### src/rtl/seq_div_pkg.sv
// seq_div_pkg: shared state encoding, datapath width and ALU code for the sequential divider.
package seq_div_pkg;
  localparam int DIV_WIDTH = 32;
  localparam logic [4:0] ALU_DIV = 5'b01111;
  typedef enum logic [1:0] {IDLE = 2'd0, CALC = 2'd1, FIX = 2'd2, DONE = 2'd3} state_e;
endpackage

### src/rtl/div_restore_step.sv
// div_restore_step: one combinational restoring-division step on the {rem,quo} pair.
module div_restore_step #(
  parameter int WIDTH = 32
) (
  input  logic [WIDTH-1:0] rem_i,
  input  logic [WIDTH-1:0] quo_i,
  input  logic [WIDTH-1:0] dvs_i,
  output logic [WIDTH-1:0] rem_o,
  output logic [WIDTH-1:0] quo_o
);
  logic [WIDTH:0] sh, diff;
  logic ge;
  // rem < dvs, so the shifted value needs one extra bit and the difference never underflows past it
  assign sh = {rem_i, quo_i[WIDTH-1]};
  assign diff = sh - {1'b0, dvs_i};
  assign ge = ~diff[WIDTH];
  assign rem_o = ge ? diff[WIDTH-1:0] : sh[WIDTH-1:0];
  assign quo_o = {quo_i[WIDTH-2:0], ge};
endmodule

### src/rtl/seq_div_unit.sv
// seq_div_unit: multi-cycle signed restoring divider, Y/bus in, quotient->ZLo, remainder->ZHi.
// Define SEQ_DIV_UNSIGNED_EN to add the div_unsigned input (DIVU semantics).
module seq_div_unit
  import seq_div_pkg::*;
#(
  parameter int WIDTH = DIV_WIDTH,
  parameter int CNT_W = 6
) (
  input  logic             clock,
  input  logic             clear,
  input  logic             start,
  input  logic [WIDTH-1:0] dividend,
  input  logic [WIDTH-1:0] divisor,
`ifdef SEQ_DIV_UNSIGNED_EN
  input  logic             div_unsigned,
`endif
  output logic             busy,
  output logic             done,
  output logic             div_by_zero,
  output logic [WIDTH-1:0] quotient,
  output logic [WIDTH-1:0] remainder
);
  state_e state_q, state_d;
  logic [CNT_W-1:0] cnt_q, cnt_d;
  logic [WIDTH-1:0] rem_q, rem_d, quo_q, quo_d, dvs_q, dvs_d;
  logic [WIDTH-1:0] quot_q, quot_d, remo_q, remo_d;
  logic sq_q, sq_d, sr_q, sr_d, dbz_q, dbz_d;
  logic [WIDTH-1:0] step_rem, step_quo;
  logic uns, neg_a, neg_b;
  div_restore_step #(.WIDTH(WIDTH)) u_step (
    .rem_i(rem_q), .quo_i(quo_q), .dvs_i(dvs_q), .rem_o(step_rem), .quo_o(step_quo)
  );
`ifdef SEQ_DIV_UNSIGNED_EN
  assign uns = div_unsigned;
`else
  assign uns = 1'b0;
`endif
  assign neg_a = dividend[WIDTH-1] & ~uns;
  assign neg_b = divisor[WIDTH-1] & ~uns;
  always_comb begin
    state_d = state_q;
    cnt_d = cnt_q;
    rem_d = rem_q;
    quo_d = quo_q;
    dvs_d = dvs_q;
    sq_d = sq_q;
    sr_d = sr_q;
    dbz_d = dbz_q;
    quot_d = quot_q;
    remo_d = remo_q;
    unique case (state_q)
      IDLE: if (start) begin
        if (divisor == '0) begin
          state_d = DONE;
          quot_d = '1;
          remo_d = dividend;
          dbz_d = 1'b1;
        end else begin
          state_d = CALC;
          cnt_d = '0;
          rem_d = '0;
          quo_d = neg_a ? -dividend : dividend;
          dvs_d = neg_b ? -divisor : divisor;
          sq_d = neg_a ^ neg_b;
          sr_d = neg_a;
        end
      end
      CALC: begin
        rem_d = step_rem;
        quo_d = step_quo;
        cnt_d = cnt_q + 1'b1;
        state_d = (cnt_q == CNT_W'(WIDTH - 1)) ? FIX : CALC;
      end
      FIX: begin
        quot_d = sq_q ? -quo_q : quo_q;
        remo_d = sr_q ? -rem_q : rem_q;
        dbz_d = 1'b0;
        state_d = DONE;
      end
      default: state_d = IDLE;
    endcase
  end
  always_ff @(posedge clock) begin
    if (clear) begin
      state_q <= IDLE;
      cnt_q <= '0;
      rem_q <= '0;
      quo_q <= '0;
      dvs_q <= '0;
      sq_q <= 1'b0;
      sr_q <= 1'b0;
      dbz_q <= 1'b0;
      quot_q <= '0;
      remo_q <= '0;
    end else begin
      state_q <= state_d;
      cnt_q <= cnt_d;
      rem_q <= rem_d;
      quo_q <= quo_d;
      dvs_q <= dvs_d;
      sq_q <= sq_d;
      sr_q <= sr_d;
      dbz_q <= dbz_d;
      quot_q <= quot_d;
      remo_q <= remo_d;
    end
  end
  assign busy = (state_q == CALC) || (state_q == FIX);
  assign done = state_q == DONE;
  assign div_by_zero = dbz_q;
  assign quotient = quot_q;
  assign remainder = remo_q;
endmodule

### config.mk
export PLATFORM = sky130hd
export DESIGN_NAME = seq_div_unit
export DESIGN_NICKNAME = d
export VERILOG_FILES = /design/src/rtl/seq_div_pkg.sv /design/src/rtl/div_restore_step.sv /design/src/rtl/seq_div_unit.sv
export SDC_FILE = /design/constraint.sdc
export NUM_CORES = 1
export LEC_CHECK = 0
export CAP_MARGIN = 20
export CORE_MARGIN = 5
export CORE_UTILIZATION = 45
export DETAILED_ROUTE_END_ITERATION = 16
export PLACE_DENSITY = 0.67
export SLEW_MARGIN = 5
export SYNTH_ARGS = -nofsm -noshare
export SYNTH_HDL_FRONTEND = slang
export SYNTH_SLANG_ARGS = --single-unit
### constraint.sdc
create_clock -name clock -period 6.85 [get_ports clock]
set_input_delay 1.37 -clock clock [delete_from_list [all_inputs] [get_ports clock]]
set_output_delay 1.37 -clock clock [all_outputs]
set_load 0.01 [all_outputs]
==> flow_summary.json <==
{
  "period_needed_ps": 5000,
  "clk_latency_ps": 430,
  "required_ps": 7180,
  "cts_made_buffers": 17,
  "synth_edf_count": 0,
  "htree_levels": 4,
  "period_share": 0.730,
  "p_seq_frac": 0.412,
  "post-place-ws_ps": 1450,
  "total_power_mw": 2.61,
  "fin_setup_tns_ps": 0,
  "yosys.area.top_type": "dfxtp_1",
  "mostFrequentLayoutCell": "nand2_1",
  "finalClockSkew_ps": 9.54,
  "ys_seq_elements": 171,
  "regArea_mm2": 0.00342,
  "cts_resized": 0,
  "die_width_um": 166,
  "final.setup.worst_slack_ps": 1850,
  "first_pass_iters": 5,
  "syn_area_mm2": 0.0110,
  "clockRootBuffer": "clkbuf_16",
  "finalSetupViolations": 0,
  "synth_top_flop_cell": "dfxtp_1",
  "vias": 10000,
  "switching_share": 0.299,
  "clkTransAtPathRegs_ps": 70,
  "async_reset_ff_frac": 0,
  "design_area_mm2": 0.0131,
  "num-fill-cells": 2304,
  "fin_cells": 1834,
  "slew_headroom": 0.270,
  "p_sw_uw": 779,
  "placed_cell_area_mm2": 0.0125,
  "gp_congestion": 0.862,
  "synth.avg_cell_area_um2": 7.78,
  "maxCapViolCount": 0,
  "drt-total-wl_um": 28200,
  "die-area_mm2": 0.0277,
  "cp_max_fo": 52,
  "start_util": 0.455,
  "worst_slew_pin_slew_ps": 1090,
  "internal_power_mw": 1.83,
  "grt_start_max_net_pins": 104,
  "finalNetCount": 1606,
  "cts_tree": "done",
  "fmax_mhz": 200,
  "cp.arrival_ps": 5320,
  "cts_buffer_depth": 2,
  "status": "complete, no violations",
  "pin_count": 134,
  "grt-ovfl-total": 0,
  "power_frac_comb": 0.210,
  "cts_setup_buffers": 0,
  "layout_common_cells": "nand2_1, dfxtp_1, nor2_1, clkdlybuf4s50_1, o21ai_0",
  "syn_nets": 1524,
  "port_buffers": 133,
  "start_kind": "input pin",
  "die_h_um": 166,
  "netlist_instances": 1415,
  "power_density_mw_per_mm2": 198,
  "drive_above_1_share": 0.0530,
  "endpoint_kind": "flip-flop",
  "num_rows": 57,
  "grt_pass1_vias": 9305,
  "synth_area_leaders": "dfxtp_1, nand2_1, xor2_1",
  "holdBufCountCts": 0,
  "synth_cell_types": 71,
  "finalMaxSlewViolations": 0,
  "antennaDiodeCount": 0,
  "peakVddDrop_v": 0.000170,
  "core-area_mm2": 0.0242,
  "clock-sinks": 171,
  "multi_input_area_mm2": 0.00707,
  "drt_iter0_drc": 632,
  "antenna_found_initial": 0,
  "rsz0062_at_grt": "no",
  "drc": 0,
  "leakagePower_nw": 4.78,
  "dp.cells": 1801,
  "ys_warn_count": 0,
  "ant_nets": 0,
  "crit_type": "input pin to flip-flop",
  "grt_pass1_wl_um": 47100,
  "avgViaCountPerCell": 5.46,
  "grtUsageTotal": 0.200,
  "hold_path_class": "flip-flop to flip-flop",
  "synth_top_area_frac": 0.311,
  "dp_hpwl_um": 21200,
  "syn_to_final_growth_pct": 19.5,
  "seq_area_frac_synth": 0.311,
  "hold_viol": 0,
  "clockPowerShare": 0.378,
  "wl_per_cell_um": 15.4
}
[Yosys cell counts, drive strengths merged, types with 11 or more instances]
master / n
nand2: 190
o41ai: 16
or3: 19
a211oi: 60
mux2i: 42
or4: 22
a21oi: 97
nor3: 15
inv: 50
xnor2: 71
clkbuf: 75
nor2: 146
a21o: 13
a311oi: 18
xor2: 80
o31ai: 34
nand3: 16
dfxtp: 171
o22ai: 16
o211ai: 11
nand2b: 13
o21ai: 107
ha: 41
[layout make-up]
type / instances / share of cell area
multi-input combinational: 1109 / 0.538
sequential: 171 / 0.260
timing repair buffer: 148 / 0.111
clock buffer: 20 / 0.0347
tap: 324 / 0.0308
inverter: 50 / 0.0143
clock inverter: 12 / 0.0105
[flip-flops by register name (all words and copies together) (netlist names)]
signal / count
sq_q: 1
quotient: 32
remainder: 32
div_by_zero: 1
cnt_q: 6
dvs_q: 32
sr_q: 1
quo_q: 32
rem_q: 32
state_q: 2
[power groups by stage]
stage                     Clock [mW]  Sequential (mW)  Combinational, mW
after detailed placement           0             1.10              0.546
after floorplan                    0             1.08              0.405
after CTS                       1.00             1.07              0.548
final                          0.986             1.07              0.547
after global placement             0             1.09              0.539
after global routing            1.04             1.08              0.616
[through the flow]
stage	util	hold WS, ps
detailed placement	0.518	449
global route	0.544	478
CTS	0.543	458
floorplan	-	432
finish	0.544	457
global placement	0.518	444
[kinds of logic (layout without fill, tap and decap cells)]
family | Yosys count | after routing | synth area share
muxes | 42 | 42 | 0.0382
and+or+nand+nor | 462 | 462 | 0.190
AOI/OAI and AO/OA | 412 | 412 | 0.242
adders and majority gates | 42 | 42 | 0.0484
xor gates and xnor gates | 151 | 151 | 0.120
buffers and inverters | 135 | 230 | 0.0500
DFF | 171 | 171 | 0.311
[critical path, stage by stage]
cell and delay (ps):
clkdlybuf4s50_1 480, or4_1 550, or2_2 320, or2_2 330
nor3_1 790, a31o_2 610, buf_4 520, nor2_1 70
a311oi_1 270
[routing by layer]
metal,wire [µm],track usage
met5,0,0
met4,519,0.0544
met3,1160,0.0259
met2,12900,0.328
met1,13600,0.277
[worst paths after layout]
kind                               start                  endpoint  slack [ps]  cells after the start
setup / recovery              divisor[7]  quotient[5]$_SDFFE_PP0P_        1850                      9
hold reg to reg   dvs_q[31]$_SDFFE_PP0P_    dvs_q[31]$_SDFFE_PP0P_         460                      2
hold / removal    dvs_q[31]$_SDFFE_PP0P_    dvs_q[31]$_SDFFE_PP0P_         460                      2
setup reg to reg  quo_q[31]$_SDFFE_PP0P_     rem_q[9]$_SDFFE_PP0P_        2300                     14
No activity file was read; power rests on OpenSTA's default activity.
